## src/rtl/ksa_pkg.sv

```systemverilog
// Shared definitions for the RC4 key-scheduling engine: FSM state encoding
// and default geometry.
package ksa_pkg;

  localparam int ADDR_W_DEF    = 8;
  localparam int KEY_BYTES_DEF = 3;

  typedef enum logic [3:0] {
    IDLE,
    INIT,
    READ_I,
    LATCH_I,
    READ_J,
    LATCH_J,
    WRITE_I,
    WRITE_J,
    DONE
  } ksa_state_t;

endpackage

```

## src/rtl/ksa_engine.sv

```systemverilog
// RC4 key-scheduling engine driving a single-port S-array RAM with
// one-cycle read latency; optional identity-fill pass before the swap pass.
module ksa_engine
  import ksa_pkg::*;
#(
  parameter int ADDR_W    = ADDR_W_DEF,
  parameter int KEY_BYTES = KEY_BYTES_DEF
) (
  input  logic                   CLOCK_50,
  input  logic                   rst_n,
  input  logic                   start,
  input  logic                   init_en,
  input  logic [8*KEY_BYTES-1:0] key,
  output logic [ADDR_W-1:0]      mem_addr,
  output logic [ADDR_W-1:0]      mem_wdata,
  output logic                   mem_wren,
  input  logic [ADDR_W-1:0]      mem_q,
  output logic                   busy,
  output logic                   done
);

  localparam int KW = (KEY_BYTES > 1) ? $clog2(KEY_BYTES) : 1;
  localparam logic [KW-1:0] K_LAST = KW'(KEY_BYTES - 1);

  ksa_state_t state, state_nxt;
  logic [ADDR_W-1:0]      i, i_nxt, j, j_nxt, si, si_nxt, sj, sj_nxt;
  logic [KW-1:0]          k, k_nxt;
  logic [8*KEY_BYTES-1:0] key_r, key_nxt;
  logic [ADDR_W-1:0]      key_lo;
  logic [ADDR_W-1:0]      addr_nxt, wdata_nxt;
  logic                   wren_nxt, busy_nxt, done_nxt;

  // Byte 0 is the most significant key byte; only its low ADDR_W bits feed j.
  always_comb key_lo = key_r[8*(KEY_BYTES-1-int'(k)) +: ADDR_W];

  always_comb begin
    state_nxt = state;
    i_nxt     = i;
    j_nxt     = j;
    k_nxt     = k;
    si_nxt    = si;
    sj_nxt    = sj;
    key_nxt   = key_r;
    addr_nxt  = '0;
    wdata_nxt = '0;
    wren_nxt  = 1'b0;
    busy_nxt  = 1'b0;
    done_nxt  = 1'b0;

    case (state)
      IDLE: if (start) begin
        key_nxt   = key;
        i_nxt     = '0;
        j_nxt     = '0;
        k_nxt     = '0;
        state_nxt = init_en ? INIT : READ_I;
      end
      INIT: begin
        if (i == '1) begin
          i_nxt     = '0;
          state_nxt = READ_I;
        end else begin
          i_nxt = i + 1'b1;
        end
      end
      READ_I:  state_nxt = LATCH_I;
      LATCH_I: begin
        si_nxt    = mem_q;
        j_nxt     = j + mem_q + key_lo;
        state_nxt = READ_J;
      end
      READ_J:  state_nxt = LATCH_J;
      LATCH_J: begin
        sj_nxt    = mem_q;
        state_nxt = WRITE_I;
      end
      WRITE_I: state_nxt = WRITE_J;
      WRITE_J: begin
        if (i == '1) begin
          state_nxt = DONE;
        end else begin
          i_nxt     = i + 1'b1;
          k_nxt     = (k == K_LAST) ? '0 : k + 1'b1;
          state_nxt = READ_I;
        end
      end
      DONE:    state_nxt = IDLE;
      default: state_nxt = IDLE;
    endcase

    // Outputs are registered from the next-state decode so they stay
    // aligned with the state they belong to without any input-to-output path.
    case (state_nxt)
      INIT: begin
        addr_nxt  = i_nxt;
        wdata_nxt = i_nxt;
        wren_nxt  = 1'b1;
        busy_nxt  = 1'b1;
      end
      READ_I: begin
        addr_nxt = i_nxt;
        busy_nxt = 1'b1;
      end
      READ_J: begin
        addr_nxt = j_nxt;
        busy_nxt = 1'b1;
      end
      LATCH_I, LATCH_J: busy_nxt = 1'b1;
      WRITE_I: begin
        addr_nxt  = i_nxt;
        wdata_nxt = sj_nxt;
        wren_nxt  = 1'b1;
        busy_nxt  = 1'b1;
      end
      WRITE_J: begin
        addr_nxt  = j_nxt;
        wdata_nxt = si_nxt;
        wren_nxt  = 1'b1;
        busy_nxt  = 1'b1;
      end
      DONE:    done_nxt = 1'b1;
      default: ;
    endcase
  end

  always_ff @(posedge CLOCK_50) begin
    if (!rst_n) begin
      state     <= IDLE;
      i         <= '0;
      j         <= '0;
      k         <= '0;
      si        <= '0;
      sj        <= '0;
      key_r     <= '0;
      mem_addr  <= '0;
      mem_wdata <= '0;
      mem_wren  <= 1'b0;
      busy      <= 1'b0;
      done      <= 1'b0;
    end else begin
      state     <= state_nxt;
      i         <= i_nxt;
      j         <= j_nxt;
      k         <= k_nxt;
      si        <= si_nxt;
      sj        <= sj_nxt;
      key_r     <= key_nxt;
      mem_addr  <= addr_nxt;
      mem_wdata <= wdata_nxt;
      mem_wren  <= wren_nxt;
      busy      <= busy_nxt;
      done      <= done_nxt;
    end
  end

endmodule

```

## config.mk

```make
export PLATFORM = sky130hd
export DESIGN_NAME = ksa_engine
export DESIGN_NICKNAME = d
export VERILOG_FILES = /design/src/rtl/ksa_pkg.sv /design/src/rtl/ksa_engine.sv
export SDC_FILE = /design/constraint.sdc
export NUM_CORES = 1
export LEC_CHECK = 0
export CAP_MARGIN = 20
export CORE_AREA = 2 2 105 107
export CTS_CLUSTER_DIAMETER = 50
export CTS_CLUSTER_SIZE = 28
export DETAILED_ROUTE_END_ITERATION = 7
export DIE_AREA = 0 0 107 109
export HOLD_SLACK_MARGIN = 0.05
export SETUP_SLACK_MARGIN = 0.2
export SLEW_MARGIN = 30
export SYNTH_ARGS = -nofsm -noshare
export SYNTH_HDL_FRONTEND = slang
export SYNTH_SLANG_ARGS = --single-unit
```

## constraint.sdc

```tcl
create_clock -name CLOCK_50 -period 3.97 [get_ports CLOCK_50]
set_clock_uncertainty 0.15 [all_clocks]
set_input_delay 0.397 -clock CLOCK_50 [delete_from_list [all_inputs] [get_ports CLOCK_50]]
set_output_delay 0.397 -clock CLOCK_50 [all_outputs]
set_load 0.1 [all_outputs]
```

======== Word level (Yosys, flattened, before mapping) ========
Cells that the tools add are included.
word-level totals
  register bits after elaboration ......... 81
  word-level logic and storage cells ...... 67
cells by class
  $add $sub $neg .......................... 5
  equality and inequality tests ........... 19
  shifts and indexed selects .............. 1
  muxes and demuxes ....................... 22
  reduce and logical (&&, ||, !) cells .... 8
operator list
  kind                                                                    number
  8-bit 2-to-1 mux                                                        6
  8-bit one-hot mux with 3 select lines                                   2
  4-bit by 3-bit equality test with 1-bit output (second input constant)  8
  4-bit one-hot mux with 8 select lines                                   1
  8-bit one-hot mux with 2 select lines                                   2
  24-bit by 6-bit variable part select with 8-bit output                  1
  8-bit adder                                                             2
  4-bit by 2-bit equality test with 1-bit output (second input constant)  4
  4-bit 2-to-1 mux                                                        3
  8-bit by 1-bit adder with 8-bit output (second input constant)          1
  4-bit by 1-bit equality test with 1-bit output (second input constant)  2
  8-bit equality test (second input constant)                             1
  2-bit 2-to-1 mux                                                        4
  7-bit OR reduction                                                      1
  3-bit OR reduction                                                      2
  4-bit equality test (second input constant)                             1
  4-bit zero test                                                         1
  2-bit != test (second input constant)                                   2
  2-bit one-hot mux with 2 select lines                                   1
  1-bit 2-to-1 mux                                                        3
  3-bit AND reduction                                                     1
  2-bit by 2-bit subtractor with 3-bit output (first input constant)      1
  2-bit by 1-bit adder with 2-bit output (second input constant)          1
  2-bit equality test (second input constant)                             1
  other kinds (3)                                                         3

======== Longest topological paths before layout ========
Gate-level depths: netlist of run 1.
  word-level depth ........................ 6
  depth in mapped cells ................... 17
  depth with buffers taken out ............ 15

======== Worst setup path before layout of run 1 ========
Ideal clock, no wire load.
  path kind ............................... reg-to-reg
  start ................................... register k[0]
  end ..................................... register mem_addr[7]
  library setup time ...................... 79 ps
  arrival time ............................ 4160 ps
  required time ........................... 3741 ps
  slack ................................... -419 ps
  cell stages (with the launch flop) ...... 18
  path buffers ............................ 2
  cell sequence ........................... dfxtp_1 buf_1 inv_1 ha_1 clkbuf_1 nor2b_1 a21oi_1 nor2_1 a21oi_1 fa_1 inv_1 ha_1 fa_1 a211oi_1 o21bai_1 a2111o_1 mux2_2 o211ai_1
on the way
  longest elaborated chain between the ends .. 5
ends and longest elaborated chain
  element                                                 RTL line           source
  start: declaration                                      ksa_engine.sv:27   logic [KW-1:0] k, k_nxt;
  start signal: assignment                                ksa_engine.sv:144  k <= k_nxt;
  2-bit by 2-bit subtractor with 3-bit output             ksa_engine.sv:34   always_comb key_lo = key_r[8*(KEY_BYTES-1-int'(k)) +: ADDR_W];
  24-bit by 6-bit variable part select with 8-bit output  ksa_engine.sv:34
  8-bit adder                                             ksa_engine.sv:69   j_nxt = j + mem_q + key_lo;
  8-bit one-hot mux with 2 select lines                   ksa_engine.sv:50   case (state)
  8-bit one-hot mux with 2 select lines                   ksa_engine.sv:93   case (state_nxt)
  end signal: assignment                                  ksa_engine.sv:148  mem_addr <= addr_nxt;
  end: declaration                                        ksa_engine.sv:14   output logic [ADDR_W-1:0] mem_addr,
No other way between the ends.
A chain may end at the register's enable or synchronous reset.

======== Worst setup path after layout of run 1 ========
  start ................................... register k[1]
  end ..................................... register mem_addr[7]
Same word-level chain as after synthesis.

==> results of run 1 <==
## final cells by class
| cell class | instances | area (um^2) |
|---|---|---|
| Clock buffer | 12 | 135 |
| Clock inverter | 4 | 20.0 |
| Inverter | 31 | 116 |
| Timing Repair Buffer | 67 | 638 |
| Fill cell | 1050 | 5850 |
| Tap cell | 140 | 175 |
| Sequential cell | 73 | 1460 |
| Multi-Input combinational cell | 341 | 2210 |
## logic make-up after synthesis
group | after synthesis | share of synthesized area, %
flops | 73 | 37.6
fa+ha+maj | 19 | 7.67
xor+xnor | 7 | 1.58
compound gates | 133 | 23.1
mux | 5 | 1.35
simple gates | 177 | 22.3
buf+inv | 63 | 6.38
## critical path, cell delays in order, from the launching register on
cell,delay [ps]
dfxtp_2,350
inv_1,90
ha_4,300
nor2b_4,190
a21oi_1,90
nor2_1,90
a21oi_1,70
fa_1,490
inv_1,50
ha_2,190
fa_2,390
a211oi_2,270
o21bai_1,120
a2111o_1,380
mux2_2,270
o211ai_1,90
## report_power, final
part | internal [W] | switching, W | total [W] | leakage (nW)
Clock | 0.000223 | 0.000272 | 0.000495 | 0.0839
Combinational | 0.000151 | 0.000242 | 0.000393 | 1.16
Sequential | 0.000767 | 0.0000313 | 0.000798 | 0.594
Total | 0.00114 | 0.000545 | 0.00169 | 1.84
## path summary, 6_finish.rpt
| check | depth (start not counted) | end | slack (ps) |
|---|---|---|---|
| hold / removal | 2 | si[4] | 310 |
| setup reg to reg | 15 | mem_addr[7] | 340 |
| setup / recovery | 15 | mem_addr[7] | 340 |
| hold reg to reg | 2 | si[4] | 310 |
## stage by stage
stage / hold WS (ps) / total power (W) / cells
2_1_floorplan: 282 / 0.00108 / 477
3_3_place_gp: 293 / 0.00120 / 647
6_report: 308 / 0.00169 / 668
5_1_grt: 334 / 0.00178 / 668
4_1_cts: 307 / 0.00169 / 664
3_5_place_dp: 297 / 0.00120 / 647
## cells in the mapped netlist (6+ instances only)
master,count,area (um^2)
nand3_1,7,35.0
dfxtp_1,73,1460
a31oi_1,6,37.5
and2_1,8,50.1
a21oi_1,53,265
nor2b_1,12,75.1
o21ai_0,10,50.1
nand2_1,82,308
nor3_1,7,35.0
inv_1,31,116
a22oi_1,10,75.1
ha_1,11,138
nor2_1,30,113
fa_1,8,160
clkbuf_1,24,90.1
## state kept, by name, indices dropped and copies added, names as in the netlist
register and count:
key_r 24, i 8, j 8, mem_addr 8, mem_wdata 8, si 8
state 4, k 2, busy 1, done 1, mem_wren 1
## layer usage
layer | routed length (um) | up-vias | GRT usage [%]
met5 | 0 | - | 0
met4 | 369 | 0 | 9.09
met3 | 556 | 26 | 3.53
met2 | 4950 | 113 | 30.6
met1 | 4810 | 1726 | 25.1
li1 | - | 1756 | -
## timing repair
action | 4_1_cts | 5_1_grt
buffers inserted | 1 | 4
hold buffers | 0 | 0
pin swaps | 1 | 4
gates resized for setup | 0 | 5
endpoints found under the setup margin | 1 | 2
## layout by cell type (no fill, tap or decap), drive strengths merged, types with 11 or more instances in the layout
cell and count:
clkbuf 12, buf 13, clkdlybuf4s50 54, inv 31, nand2 82, a21oi 54
nor2b 12, nor2 30, dfxtp 73, ha 11
==> results.py, run 1 <==
metrics = {
    "routing": {
        "vias": 3621,
        "firstDrtPassIters": 5,
        "via_per_inst": 5.42,
        "drt_drc_violations_left": 0,
        "drtIter0Drc": 169,
        "wire_per_inst_um": 16.0,
        "wirelength_mm": 10.7,
        "postRouteAntennaNets": 0,
    },
    "placement": {
        "place_hpwl_mm": 7.81,
        "place_area_um2": 4540,
        "routabilityCongestion": 0.922,
        "io_buffers": 54,
        "post-place-ws_ps": 199,
    },
    "timing": {
        "setup_ws_ps": 339,
        "worst_slew_pin_slew_ps": 984,
        "finalCritPeriodShare_pct": 91.5,
        "rsz0062_at_grt": "no",
        "worst_slew_margin_rel_pct": 34.2,
        "fmax_ghz": 0.275,
        "layout_min_cycle_time_ps": 3630,
        "final-setup-viol-count": 0,
        "slew_viol_final": 0,
        "setup_tns_ps": 0,
        "hold_viol_final": 0,
    },
    "global_routing": {
        "grt_usage_pct": 19.2,
        "antenna_found_initial": 0,
        "grt_pass1_wl_mm": 17.4,
        "grt_pass1_vias": 3528,
        "grt-ovfl-total": 0,
        "grt_start_max_net_pins": 36,
    },
    "hold_path": {
        "worstHoldStart": "si[4]",
        "hold_class": "flop to flop",
    },
    "clock_tree": {
        "clkSlewWorstSetupHoldPaths_ps": 70,
        "cts_tree": "yes",
        "clk_latency_ps": 350,
        "clk_path_buf_depth": 2,
        "cts_sinks": 73,
        "root_buffer": "clkbuf_8",
        "cts-htree-levels": 3,
        "cts_buffers": 9,
    },
    "power_and_ir_drop": {
        "ir_drop_mv": 0.158,
        "powerDensity_nw_per_um2": 355,
        "p_leak_nw": 1.84,
    },
    "die": {
        "start_util_pct": 36.6,
        "fp.dieH_um": 109,
        "die_area_um2": 11700,
        "die_w_um": 107,
        "core_um2": 10600,
        "io_pins": 55,
        "placementRows": 38,
    },
    "synthesis": {
        "synth_edf_count": 0,
        "synthArstFlopShare_pct": 0,
        "synth-main-ff-cell": "dfxtp_1",
        "synthDistinctLibCells": 67,
        "ys_ff_latch": 73,
        "synth_nets": 532,
        "synth_cells": 477,
        "yosys_warnings": 0,
        "synth.avg_cell_area_um2": 8.14,
        "ys_seq_area_share_pct": 37.6,
        "syn-cell-area_um2": 3880,
    },
    "setup_path": {
        "critical_path_class": "flop to flop",
        "crit_start": "k[1]",
        "rr_startpoint": "k[1]",
        "worstPathRequired_ps": 4090,
        "end_kind": "flop",
        "cp.arrival_ps": 3750,
        "crit_fanout": 6,
        "crit_path_start_kind": "flop",
    },
    "cells_and_area": {
        "drive_above_1_share_pct": 8.52,
        "antenna_cells": 0,
        "nets": 578,
        "final_util_pct": 44.9,
        "area_growth_pct": 22.5,
        "stdcell_area_um2": 4760,
    },
    "outcome": {
        "status": "completed",
    },
    "run": {
        "maxCapViolations": 0,
    },
}
Note: power is estimated with default switching activity, not from simulation.
==> inputs of run 2 (changes only) <==
==> constraint.sdc (replaced) <==
create_clock -name CLOCK_50 -period 3.97 [get_ports CLOCK_50]
set_clock_uncertainty 0.15 [all_clocks]
set_input_delay 0.794 -clock CLOCK_50 [delete_from_list [all_inputs] [get_ports CLOCK_50]]
set_output_delay 0.794 -clock CLOCK_50 [all_outputs]
set_load 0.1 [all_outputs]
==> results.py, run 2 (synthesized netlist as in run 1, its figures left out) <==
metrics = {
    "outcome": {
        "status": "completed",
    },
    "global_routing": {
        "grt-ovfl-total": 0,
        "grt_pass1_vias": 3319,
        "grt_usage_pct": 18.0,
        "grt_start_max_net_pins": 40,
        "grt_pass1_wl_mm": 16.5,
        "antenna_found_initial": 0,
    },
    "timing": {
        "slew_viol_final": 0,
        "worst_slew_margin_rel_pct": 33.5,
        "final-setup-viol-count": 0,
        "layout_min_cycle_time_ps": 3630,
        "hold_viol_final": 0,
        "timing.hold.ws_ps": 310,
        "fmax_ghz": 0.275,
        "worst_slew_pin_slew_ps": 995,
        "setup_tns_ps": 0,
        "rsz0062_at_grt": "no",
        "finalCritPeriodShare_pct": 91.5,
    },
    "setup_path": {
        "crit_family": "adder cells",
        "worstPathRequired_ps": 4090,
        "crit_path_start_kind": "flop",
        "slowest_delay_ps": 490,
        "end_kind": "flop",
        "crit_fanout": 8,
        "critical_path_cell_count": 16,
        "crit_top_cell": "inv_1",
        "crit_start": "k[0]",
        "rr_startpoint": "k[0]",
        "cp_cell_sequence": "inv_1, ha_4, buf_4, nor2b_1, a21oi_1, nor2_1, a21oi_2, fa_1, inv_1, ha_2, fa_2, a211oi_2, o21bai_1, a2111o_1, mux2_2, o211ai_1",
        "cp.arrival_ps": 3750,
        "reg2reg_depth": 16,
        "timing.critical_path.buf_inv": 3,
        "crit_path_top_delay_cell": "fa_1",
        "critical_path_class": "flop to flop",
    },
    "routing": {
        "drt-met1-wl_mm": 4.92,
        "drt_drc_violations_left": 0,
        "wire_per_inst_um": 15.8,
        "via_per_inst": 5.35,
        "postRouteAntennaNets": 0,
        "top_layer_used": "met4",
        "dr_wl_met3_um": 512,
        "wirelength_mm": 10.5,
        "wl_met2_mm": 4.96,
        "firstDrtPassIters": 5,
        "vias": 3581,
        "drtIter0Drc": 226,
    },
    "placement": {
        "place_hpwl_mm": 7.53,
        "routabilityCongestion": 0.856,
        "place_area_um2": 4550,
        "io_buffers": 54,
    },
    "clock_tree": {
        "clk_path_buf_depth": 2,
        "clkSlewWorstSetupHoldPaths_ps": 80,
        "clk_latency_ps": 340,
        "root_buffer": "clkbuf_8",
        "cts-htree-levels": 3,
        "cts_buffers": 9,
        "cts_sinks": 73,
        "ctsHoldBuffers": 0,
        "cts_tree": "yes",
    },
    "cells_and_area": {
        "area_growth_pct": 24.3,
        "stdcell_area_um2": 4830,
        "final_common_cell": "nand2_1",
        "largest_reg_flops": 24,
        "drive_above_1_share_pct": 9.26,
        "final_cell_mix": "nand2_1 (82), dfxtp_1 (71), clkdlybuf4s50_1 (54), a21oi_1 (52)",
        "fillCellCount": 1051,
        "antenna_cells": 0,
        "nets": 579,
        "largest_register": "key_r",
        "final_util_pct": 45.5,
    },
    "die": {
        "start_util_pct": 36.6,
        "die_area_um2": 11700,
        "fp.dieH_um": 109,
        "placementRows": 38,
        "die_w_um": 107,
        "core_um2": 10600,
        "io_pins": 55,
    },
    "hold_path": {
        "holdPathStages": 2,
        "worstHoldStart": "si[1]",
        "hold_class": "flop to flop",
    },
    "power_and_ir_drop": {
        "p_leak_nw": 1.87,
        "total_power_w": 0.00184,
        "powerDensity_nw_per_um2": 381,
        "ir_drop_mv": 0.157,
    },
    "run": {
        "maxCapViolations": 0,
    },
}
## run 2: changes by cell type in the layout (fill, tap and decap cells not counted), sizes merged
cell,delta
bufinv,+2
clkinvlp,+1
buf,+1
inv,+1
clkbuf,-2
clkinv,-2
## run 2: per-layer routing
| metal | up-vias | GRT usage (%) |
|---|---|---|
| li1 | 1769 | - |
| met1 | 1694 | 24.2 |
| met2 | 105 | 29.5 |
| met3 | 13 | 2.93 |
| met4 | 0 | 6.31 |
| met5 | - | 0 |
## run 2: stage by stage
stage	setup slack (ps)	instances
final	339	669
after floorplan	216	477
after detailed placement	30.4	648
after global placement	67.4	648
after CTS	205	667
after global routing	193	669
## run 2: repair_timing
action | in CTS | in global routing
setup buffers | 3 | 2
resized for setup | 0 | 7
endpoints found under the setup margin | 1 | 3
endpoints found under the hold margin | 0 | 0
pin swaps | 1 | 5
## run 2: path summary, 6_finish.rpt
check / to / slack (ps)
worst max-delay path: mem_addr[7] / 340
worst min-delay path: si[1] / 310
worst max register to register: mem_addr[7] / 340
worst min register to register: si[1] / 310
## run 2: worst register-to-register path: cells and delay by family, from the launching register on
family / cells / cell delay [ps]
compound gates: 6 / 960
mux: 1 / 270
buf+inv: 3 / 270
flops: 1 / 350
fa+ha+maj: 4 / 1310
simple gates: 2 / 260
## run 2: area by class of cell
type                    count  area (um^2)  area share [%]
clock buffers              10          128            2.64
clock inverters             6         90.1            1.87
inverters                  31          116            2.41
multi-input cells         341         2210            45.7
flip-flops and latches     73         1460            30.3
well taps                 140          175            3.63
repair buffers             68          646            13.4
## run 2: report_power, final
part	internal [W]	total, W	switching, W
registers	0.000767	0.000797	0.0000305
logic	0.000152	0.000394	0.000242
clock network	0.000357	0.000649	0.000293
==> inputs of run 3 (changes only) <==
Settings changed: RECOVER_POWER set to 25.
==> results.py, run 3 (synthesized netlist as in run 1, its figures left out) <==
metrics = {
    "outcome": {
        "status": "finished, violations left",
        "violations": "max-capacitance violations, max-slew violations",
    },
    "die": {
        "placementRows": 38,
        "core_um2": 10600,
        "start_util_pct": 36.6,
        "die_w_um": 107,
        "die_area_um2": 11700,
        "io_pins": 55,
        "fp.dieH_um": 109,
    },
    "timing": {
        "timing.hold.ws_ps": 309,
        "worst_slew_margin_rel_pct": -14.8,
        "layout_min_cycle_time_ps": 3640,
        "hold_viol_final": 0,
        "worst_slew_pin_slew_ps": 1720,
        "finalCritPeriodShare_pct": 91.6,
        "rsz0062_at_grt": "no",
        "setup_tns_ps": 0,
        "slew_viol_final": 40,
        "final-setup-viol-count": 0,
        "fmax_ghz": 0.275,
    },
    "global_routing": {
        "top_usage_layer": "met2",
        "grt_pass1_vias": 3319,
        "grt_util_met1_pct": 24.2,
        "grt_usage_pct": 18.0,
        "grt-ovfl-total": 0,
        "grt_start_max_net_pins": 40,
        "grt_util_met3_pct": 2.93,
        "grt_use_met2_pct": 29.5,
        "antenna_found_initial": 0,
        "grt_pass1_wl_mm": 16.5,
    },
    "hold_path": {
        "worstHoldStart": "si[1]",
        "holdPathEnd": "si[1]",
        "holdPathStages": 2,
        "hold_class": "flop to flop",
    },
    "routing": {
        "drtIter0Drc": 225,
        "firstDrtPassIters": 5,
        "vias": 3580,
        "via_per_inst": 5.35,
        "wire_per_inst_um": 15.7,
        "wirelength_mm": 10.5,
        "drt_drc_violations_left": 0,
        "postRouteAntennaNets": 0,
    },
    "clock_tree": {
        "clk_path_buf_depth": 2,
        "cts_sinks": 73,
        "clkSlewWorstSetupHoldPaths_ps": 80,
        "cts_buffers": 9,
        "cts-htree-levels": 3,
        "root_buffer": "clkbuf_8",
        "clk_latency_ps": 340,
        "cts_tree": "yes",
    },
    "run": {
        "maxCapViolations": 1,
    },
    "cells_and_area": {
        "largest_reg_flops": 24,
        "area_growth_pct": 24.1,
        "antenna_cells": 0,
        "final_common_cell": "nand2_1",
        "final_cell_mix": "nand2_1 (82), dfxtp_1 (71), clkdlybuf4s50_1 (53), a21oi_1 (52)",
        "nets": 579,
        "drive_above_1_share_pct": 8.70,
        "largest_register": "key_r",
    },
    "setup_path": {
        "critical_path_class": "flop to flop",
        "reg2reg_depth": 16,
        "cp.arrival_ps": 3760,
        "rr_startpoint": "k[0]",
        "worstPathRequired_ps": 4090,
        "r2r_end": "mem_addr[7]",
        "rrSetupSlack_ps": 330,
        "crit_fanout": 8,
        "crit_path_start_kind": "flop",
        "end_kind": "flop",
    },
    "power_and_ir_drop": {
        "p_leak_nw": 1.86,
        "powerDensity_nw_per_um2": 382,
        "ir_drop_mv": 0.156,
    },
    "placement": {
        "place_hpwl_mm": 7.53,
        "io_buffers": 54,
        "routabilityCongestion": 0.856,
    },
}
run 3: metal layers:
layer,vias to the layer above,routed length (um)
li1,1769,-
met1,1690,4910
met2,106,5000
met3,15,463
met4,0,165
met5,-,0
run 3: critical path, cell delays in order, from the launching register on:
cell and delay (ps):
dfxtp_2 350, inv_1 70, ha_4 260, buf_4 160
nor2b_1 100, a21oi_1 50, nor2_1 150, a21oi_2 70
fa_1 480, inv_1 40, ha_2 190, fa_2 370
a211oi_2 270, o21bai_1 120, a2111o_1 370, mux2_2 270
o211ai_1 80
run 3: timing repair:
| item | 4_1_cts | 5_1_grt |
|---|---|---|
| resized for setup | 0 | 7 |
| pin swaps | 1 | 5 |
| endpoints found under the setup margin | 1 | 3 |
| hold buffers | 0 | 0 |
| buffers inserted | 3 | 2 |
run 3: where the power goes:
group / internal (W) / total, W / leakage [nW] / switching (W)
logic: 0.000151 / 0.000392 / 1.16 / 0.000241
clock network: 0.000356 / 0.000649 / 0.107 / 0.000293
registers: 0.000767 / 0.000798 / 0.594 / 0.0000307
run 3: area by class of cell:
class                      instances  area, um^2
fill                            1052        5780
multi-input combinational        341        2210
sequential                        73        1460
timing repair buffer              68         638
tap                              140         175
clock buffer                      10         128
inverter                          31         116
clock inverter                     6        90.1
run 3: worst max path at each step:
| stage | from | end | slack, ps | depth (start not counted) |
|---|---|---|---|---|
| 2_1_floorplan | k[0] | mem_addr[7] | 220 | 17 |
| 3_3_place_gp | mem_q[1] | mem_addr[7] | 70 | 11 |
| 6_report | k[0] | mem_addr[7] | 330 | 16 |
| 5_1_grt | k[0] | mem_addr[7] | 190 | 16 |
| 4_1_cts | k[1] | mem_addr[7] | 210 | 16 |
| 3_5_place_dp | mem_q[1] | mem_addr[7] | 30 | 11 |
run 3: metrics by stage:
| stage | cell area, um^2 | std cells | total power, W | setup slack, ps | util [%] |
|---|---|---|---|---|---|
| after global placement | 4550 | 648 | 0.00120 | 67.4 | 42.9 |
| after global routing | 4820 | 669 | 0.00192 | 190 | 45.5 |
| after floorplan | 3920 | 477 | 0.00108 | 216 | - |
| after detailed placement | 4550 | 648 | 0.00120 | 30.4 | 42.9 |
| after CTS | 4790 | 667 | 0.00185 | 205 | 45.2 |
| final | 4820 | 669 | 0.00184 | 332 | 45.5 |
